--- src/rtl/if_ctrl_pkg.sv ---
// Shared types and constants for the instruction-fetch sequencer.
// Holds the FSM state encoding and the PC helper functions.
package if_ctrl_pkg;

  typedef enum logic [1:0] {
    IDLE = 2'd0,
    REQ  = 2'd1,
    WAIT = 2'd2,
    HALT = 2'd3
  } state_e;

  localparam logic [31:0] BOOT_OFFSET = 32'h0000_0080;
  localparam logic [31:0] PC_INC      = 32'd4;

  function automatic logic [31:0] word_align(input logic [31:0] addr);
    return addr & 32'hFFFF_FFFC;
  endfunction

  function automatic logic [31:0] boot_pc(input logic [31:0] base);
    return word_align(base) + BOOT_OFFSET;
  endfunction

endpackage

--- src/rtl/if_fetch_outreg.sv ---
// Single-entry valid/ready register between fetch and decode.
// A flush drops the held entry; the payload is frozen while it waits.
module if_fetch_outreg
  import if_ctrl_pkg::*;
(
  input  logic        clk_i,
  input  logic        rst_i,
  input  logic        flush_i,
  input  logic        load_i,
  input  logic [31:0] instr_i,
  input  logic [31:0] pc_i,
  input  logic        err_i,
  input  logic        ready_i,
  output logic        valid_o,
  output logic [31:0] instr_o,
  output logic [31:0] pc_o,
  output logic        err_o
);

  logic        valid_q;
  logic [31:0] instr_q;
  logic [31:0] pc_q;
  logic        err_q;

  // Entry capture, hand-off to decode and flush.
  always_ff @(posedge clk_i) begin
    if (rst_i) begin
      valid_q <= 1'b0;
      instr_q <= 32'h0000_0000;
      pc_q    <= 32'h0000_0000;
      err_q   <= 1'b0;
    end else if (flush_i) begin
      valid_q <= 1'b0;
    end else if (load_i) begin
      valid_q <= 1'b1;
      instr_q <= instr_i;
      pc_q    <= pc_i;
      err_q   <= err_i;
    end else if (valid_q && ready_i) begin
      valid_q <= 1'b0;
    end else begin
      valid_q <= valid_q;
    end
  end

  assign valid_o = valid_q;
  assign instr_o = instr_q;
  assign pc_o    = pc_q;
  assign err_o   = err_q;

endmodule

--- src/rtl/if_fetch_ctrl.sv ---
// Instruction-fetch sequencer: owns the PC, boot and redirect handling,
// and a single-outstanding req/gnt/rvalid memory handshake.
module if_fetch_ctrl
  import if_ctrl_pkg::*;
(
  input  logic        clk_i,
  input  logic        rst_i,
  input  logic        fetch_enable_i,
  input  logic [31:0] boot_addr_i,
  input  logic        pc_set_i,
  input  logic [31:0] pc_target_i,
  output logic        instr_req_o,
  output logic [31:0] instr_addr_o,
  input  logic        instr_gnt_i,
  input  logic        instr_rvalid_i,
  input  logic [31:0] instr_rdata_i,
  input  logic        instr_err_i,
  output logic        out_valid_o,
  output logic [31:0] out_instr_o,
  output logic [31:0] out_pc_o,
  output logic        out_err_o,
  input  logic        out_ready_i,
  output logic        busy_o
);

  state_e      state_q, state_d;
  logic        booted_q, booted_d;
  logic [31:0] pc_q, pc_d;
  logic        discard_q, discard_d;
  logic [31:0] redir_pend_q, redir_pend_d;
  logic        busy_q;

  logic        out_valid_s;
  logic        req_s;
  logic        fire_s;
  logic        load_s;
  logic [31:0] load_instr_s;
  logic        load_err_s;
  logic [31:0] target_s;
  state_e      resume_s;

  // A request only goes out when the output register is guaranteed free.
  assign req_s    = (state_q == REQ) && (!out_valid_s || out_ready_i);
  assign fire_s   = req_s && instr_gnt_i;
  assign target_s = word_align(pc_target_i);
  assign resume_s = fetch_enable_i ? REQ : IDLE;

  // Next-state, PC and redirect bookkeeping.
  always_comb begin
    state_d      = state_q;
    booted_d     = booted_q;
    pc_d         = pc_q;
    discard_d    = discard_q;
    redir_pend_d = redir_pend_q;
    load_s       = 1'b0;
    load_instr_s = 32'h0000_0000;
    load_err_s   = 1'b0;
    case (state_q)
      IDLE: begin
        if (pc_set_i) begin
          pc_d     = target_s;
          booted_d = 1'b1;
          state_d  = resume_s;
        end else if (!booted_q) begin
          pc_d = boot_pc(boot_addr_i);
          if (fetch_enable_i) begin
            booted_d = 1'b1;
            state_d  = REQ;
          end else begin
            state_d = IDLE;
          end
        end else begin
          state_d = resume_s;
        end
      end
      REQ: begin
        if (fire_s) begin
          state_d = WAIT;
          if (pc_set_i) begin
            discard_d    = 1'b1;
            redir_pend_d = target_s;
          end else begin
            discard_d = discard_q;
          end
        end else if (pc_set_i) begin
          pc_d    = target_s;
          state_d = resume_s;
        end else begin
          state_d = REQ;
        end
      end
      WAIT: begin
        if (instr_rvalid_i) begin
          // A redirect in the response cycle wins over the data.
          if (pc_set_i) begin
            pc_d      = target_s;
            discard_d = 1'b0;
            state_d   = resume_s;
          end else if (discard_q) begin
            pc_d      = redir_pend_q;
            discard_d = 1'b0;
            state_d   = resume_s;
          end else begin
            load_s       = 1'b1;
            load_instr_s = instr_err_i ? 32'h0000_0000 : instr_rdata_i;
            load_err_s   = instr_err_i;
            if (instr_err_i) begin
              state_d = HALT;
            end else begin
              pc_d    = pc_q + PC_INC;
              state_d = resume_s;
            end
          end
        end else if (pc_set_i) begin
          discard_d    = 1'b1;
          redir_pend_d = target_s;
        end else begin
          state_d = WAIT;
        end
      end
      HALT: begin
        if (pc_set_i) begin
          pc_d    = target_s;
          state_d = resume_s;
        end else begin
          state_d = HALT;
        end
      end
      default: begin
        state_d = IDLE;
      end
    endcase
  end

  // FSM and datapath registers.
  always_ff @(posedge clk_i) begin
    if (rst_i) begin
      state_q      <= IDLE;
      booted_q     <= 1'b0;
      pc_q         <= boot_pc(boot_addr_i);
      discard_q    <= 1'b0;
      redir_pend_q <= 32'h0000_0000;
      busy_q       <= 1'b0;
    end else begin
      state_q      <= state_d;
      booted_q     <= booted_d;
      pc_q         <= pc_d;
      discard_q    <= discard_d;
      redir_pend_q <= redir_pend_d;
      busy_q       <= (state_d != IDLE);
    end
  end

  if_fetch_outreg u_outreg (
    .clk_i   (clk_i),
    .rst_i   (rst_i),
    .flush_i (pc_set_i),
    .load_i  (load_s),
    .instr_i (load_instr_s),
    .pc_i    (pc_q),
    .err_i   (load_err_s),
    .ready_i (out_ready_i),
    .valid_o (out_valid_s),
    .instr_o (out_instr_o),
    .pc_o    (out_pc_o),
    .err_o   (out_err_o)
  );

  assign instr_req_o  = req_s;
  assign instr_addr_o = (state_q == REQ) ? pc_q : 32'h0000_0000;
  assign out_valid_o  = out_valid_s;
  assign busy_o       = busy_q;

endmodule

--- config.mk ---
export PLATFORM = sky130hd
export DESIGN_NAME = if_fetch_ctrl
export DESIGN_NICKNAME = d
export VERILOG_FILES = /design/src/rtl/if_ctrl_pkg.sv /design/src/rtl/if_fetch_outreg.sv /design/src/rtl/if_fetch_ctrl.sv
export SDC_FILE = /design/constraint.sdc
export NUM_CORES = 1
export LEC_CHECK = 0
export BUFFER_PORTS_ARGS = -buffer_cell sky130_fd_sc_hd__buf_4
export CAP_MARGIN = 20
export CORE_MARGIN = 5
export CORE_UTILIZATION = 45
export CTS_CLUSTER_DIAMETER = 150
export DETAILED_ROUTE_END_ITERATION = 8
export PLACE_DENSITY = 0.71
export SLEW_MARGIN = 30
export SYNTH_ARGS = -nofsm -noshare
export SYNTH_HDL_FRONTEND = slang
export SYNTH_SLANG_ARGS = --single-unit
--- constraint.sdc ---
create_clock -name clk_i -period 3.41 [get_ports clk_i]
set_clock_uncertainty 0.15 [all_clocks]
set_input_delay 0 -clock clk_i [delete_from_list [all_inputs] [get_ports clk_i]]
set_output_delay 0 -clock clk_i [all_outputs]
set_load 0.05 [all_outputs]
==> results.tsv <==
metric	value	unit
synth-edff-count	32	
p_sw_frac	0.272	
yosys.area.top_type	dfxtp_1	
p_clk_frac	0.427	
fmax	0.313	GHz
clkSlewWorstSetupHoldPaths	0.06	ns
cts_sinks	133	
grt_pass1_vias	6994	
p_sw	1210	µW
min_path_type	primary input to flip-flop	
post-route-period-util	0.936	
synth_warnings	0	
routed_via_density	5.52	
numCtsBuffers	17	
clkLatencyLatePin	0.42	ns
yosysUniqueCellTypes	49	
vias	7351	
layout-drive-gt1-share	0.226	
tightestPinTransition	0.873	ns
finalPower	4430	µW
htree_levels	4	
reg2reg_from	discard_q	
ys.flop_type	dfxtp_1	
highest_layer	met4	
cp-start-kind	flip-flop	
cts_setup_buffers	0	
hold_buffers	140	
area_growth	54.0	%
gp_congestion	0.858	
final_util	0.711	
relSlewSlack	0.417	
worst-path-buf-inv	2	
ant_nets	0	
period_minus_slack	3.19	ns
antenna_found_initial	0	
hpwl	14900	µm
grt_pass1_wl	38400	µm
power_density	427	nW/µm²
synthCells	825	
cpLargestDelayFamily	simple AND/OR/NAND/NOR gates	
rows	44	
fp.dieH	132	µm
syn_area	6740	µm²
synth_top_area_frac	0.300	
dr_wl_met3	1950	µm
wl_met2	11700	µm
met1Wirelength	10200	µm
cp_cell_sequence	nor4b_1, and2_2, buf_12, nand3b_1, dlygate4sd3_1, a21oi_1	
crit_slowest_cell	nor4b_1	
drv_cap	0	
die-area	17500	µm²
reg2reg_depth	6	
report.final.slew_viol_count	0	
setup_viol	0	
grt_max_degree	67	
n_fill_cell	1056	
holdWs	0.0334	ns
leakagePower	0.00399	µW
seq_area	2980	µm²
rsz0062_at_grt	false	
fin_tns_setup	0	ns
synth_fp_nets	931	
clockRootBuffer	clkbuf_16	
yosysSeqAreaShare	0.443	
cts_buffer_depth	2	
p_int	3230	µW
status	finished clean	
ys_ff_latch	133	
drt-total-wl	24500	µm
end_kind	flip-flop	
timing.rr.end	u_outreg.instr_o[21]	
worstPathArrival	3.38	ns
drtIter0Drc	649	
cts_tree	done	
final_net_count	1240	
max_stage_delay	0.75	ns
multiInputGateArea	3470	µm²
port_buffers	199	
comb_power_share	0.164	
drc	0	
worstPathRequired	3.60	ns
start_util	0.462	
hold_end	pc_q[23]	
core	14600	µm²
syn_area_per_cell	8.17	µm²
worst_ir_drop_vdd	390	µV
hold_viol_final	0	
cts_resized	0	
r2r_slack	0.22	ns
async_flop_share	0	
hold_depth	4	
dieWidth	132	µm
track_usage	0.271	
grt_overflow	0	
synth_area_leaders	dfxtp_1 30%, edfxtp_1 14%, nand2_1 11%	
critical_path.max_fanout	55	
min_from	boot_addr_i[21]	
ios	204	
wl_per_cell	18.4	µm
worstSetupPathType	flip-flop to flip-flop	
dr.pass1.iters	5	
antenna_cells	0	
p_seq_frac	0.408	
## worst min-delay path, cell delays in order
cell	delay (ns)
buf_4	0.13
nand3_1	0.09
xor2_1	0.08
o221ai_1	0.17
## cells in the final DEF (no fill, tap or decap), types with 7 or more instances in the layout
master,Yosys,layout
and2_1,32,31
nor4_1,10,10
dfxtp_1,101,101
xor2_1,13,13
nand4_1,10,10
clkbuf_16,0,22
mux2i_1,8,8
xnor2_1,28,28
inv_1,15,15
nand3_1,22,22
nand3b_1,32,32
nand2_1,190,189
a22oi_1,20,20
o21ai_0,26,24
and4_1,7,7
a21oi_1,105,105
buf_4,0,211
edfxtp_1,32,32
nor3_1,23,23
nor2_1,16,16
dlygate4sd3_1,0,140
o221ai_1,7,7
## per-stage QoR
stage | setup WS, ns | cells | instance area [µm²]
after floorplan | 0.428 | 825 | 6740
after CTS | 0.343 | 1331 | 10400
after detailed placement | 0.813 | 1159 | 8340
final | 0.217 | 1331 | 10400
after global routing | 0.0674 | 1331 | 10400
after global placement | 0.834 | 1159 | 8340
## per-layer routing
metal,up-vias,global-route usage
met3,57,0.0710
met5,-,0
met2,381,0.436
met4,0,0.0888
li1,3504,-
met1,3409,0.354
## worst max path at each step
| stage | startpoint | end | slack (ns) | cells past startpoint |
|---|---|---|---|---|
| 6_report | discard_q | u_outreg.instr_o[21] | 0.22 | 6 |
| 3_3_place_gp | pc_q[4] | pc_q[19] | 0.83 | 5 |
| 2_1_floorplan | u_outreg.valid_o | pc_q[10] | 0.43 | 4 |
| 5_1_grt | discard_q | u_outreg.instr_o[21] | 0.07 | 6 |
| 4_1_cts | discard_q | u_outreg.instr_o[29] | 0.34 | 6 |
| 3_5_place_dp | pc_q[4] | pc_q[19] | 0.81 | 5 |
## Yosys cell counts (6+ instances only)
library cell / number
nand2_1: 190
a21oi_1: 105
dfxtp_1: 101
clkbuf_1: 51
and2_1: 32
edfxtp_1: 32
nand3b_1: 32
xnor2_1: 28
o21ai_0: 26
nor3_1: 23
nand3_1: 22
a22oi_1: 20
nor2_1: 16
inv_1: 15
xor2_1: 13
nand4_1: 10
nor4_1: 10
buf_2: 8
mux2i_1: 8
and4_1: 7
o221ai_1: 7
nor2b_1: 6
## sequential cells by signal, summed over array words and instances, names as in the netlist, 2 cells and up
register          flops
pc_q                 32
u_outreg.instr_o     32
redir_pend_q         30
u_outreg.pc_o        32
state_q               2
## logic make-up after synthesis
group	count (synthesis)	share of synthesized area
DFF	133	0.443
buffers and inverters	77	0.0444
adders and majority gates	2	0.00371
and+or+nand+nor	376	0.279
AOI/OAI and AO/OA	187	0.164
muxes	9	0.0136
xor gates and xnor gates	41	0.0533
## power by group through the flow
stage                     registers [µW]  clock network, µW  logic [µW]
after floorplan                     1820                  0         356
after global placement              1840                  0         602
after detailed placement            1840                  0         603
after CTS                           1810               1920         713
after global routing                1820               1990         776
final                               1810               1890         728
## final cells by class
cell class / count / share of cell area
Inverter: 15 / 0.00543
Sequential cell: 133 / 0.288
Clock buffer: 25 / 0.0561
Multi-Input combinational cell: 615 / 0.334
Clock inverter: 7 / 0.00446
Timing Repair Buffer: 352 / 0.290
Tap cell: 184 / 0.0222
(Power assumes the default switching activity.)
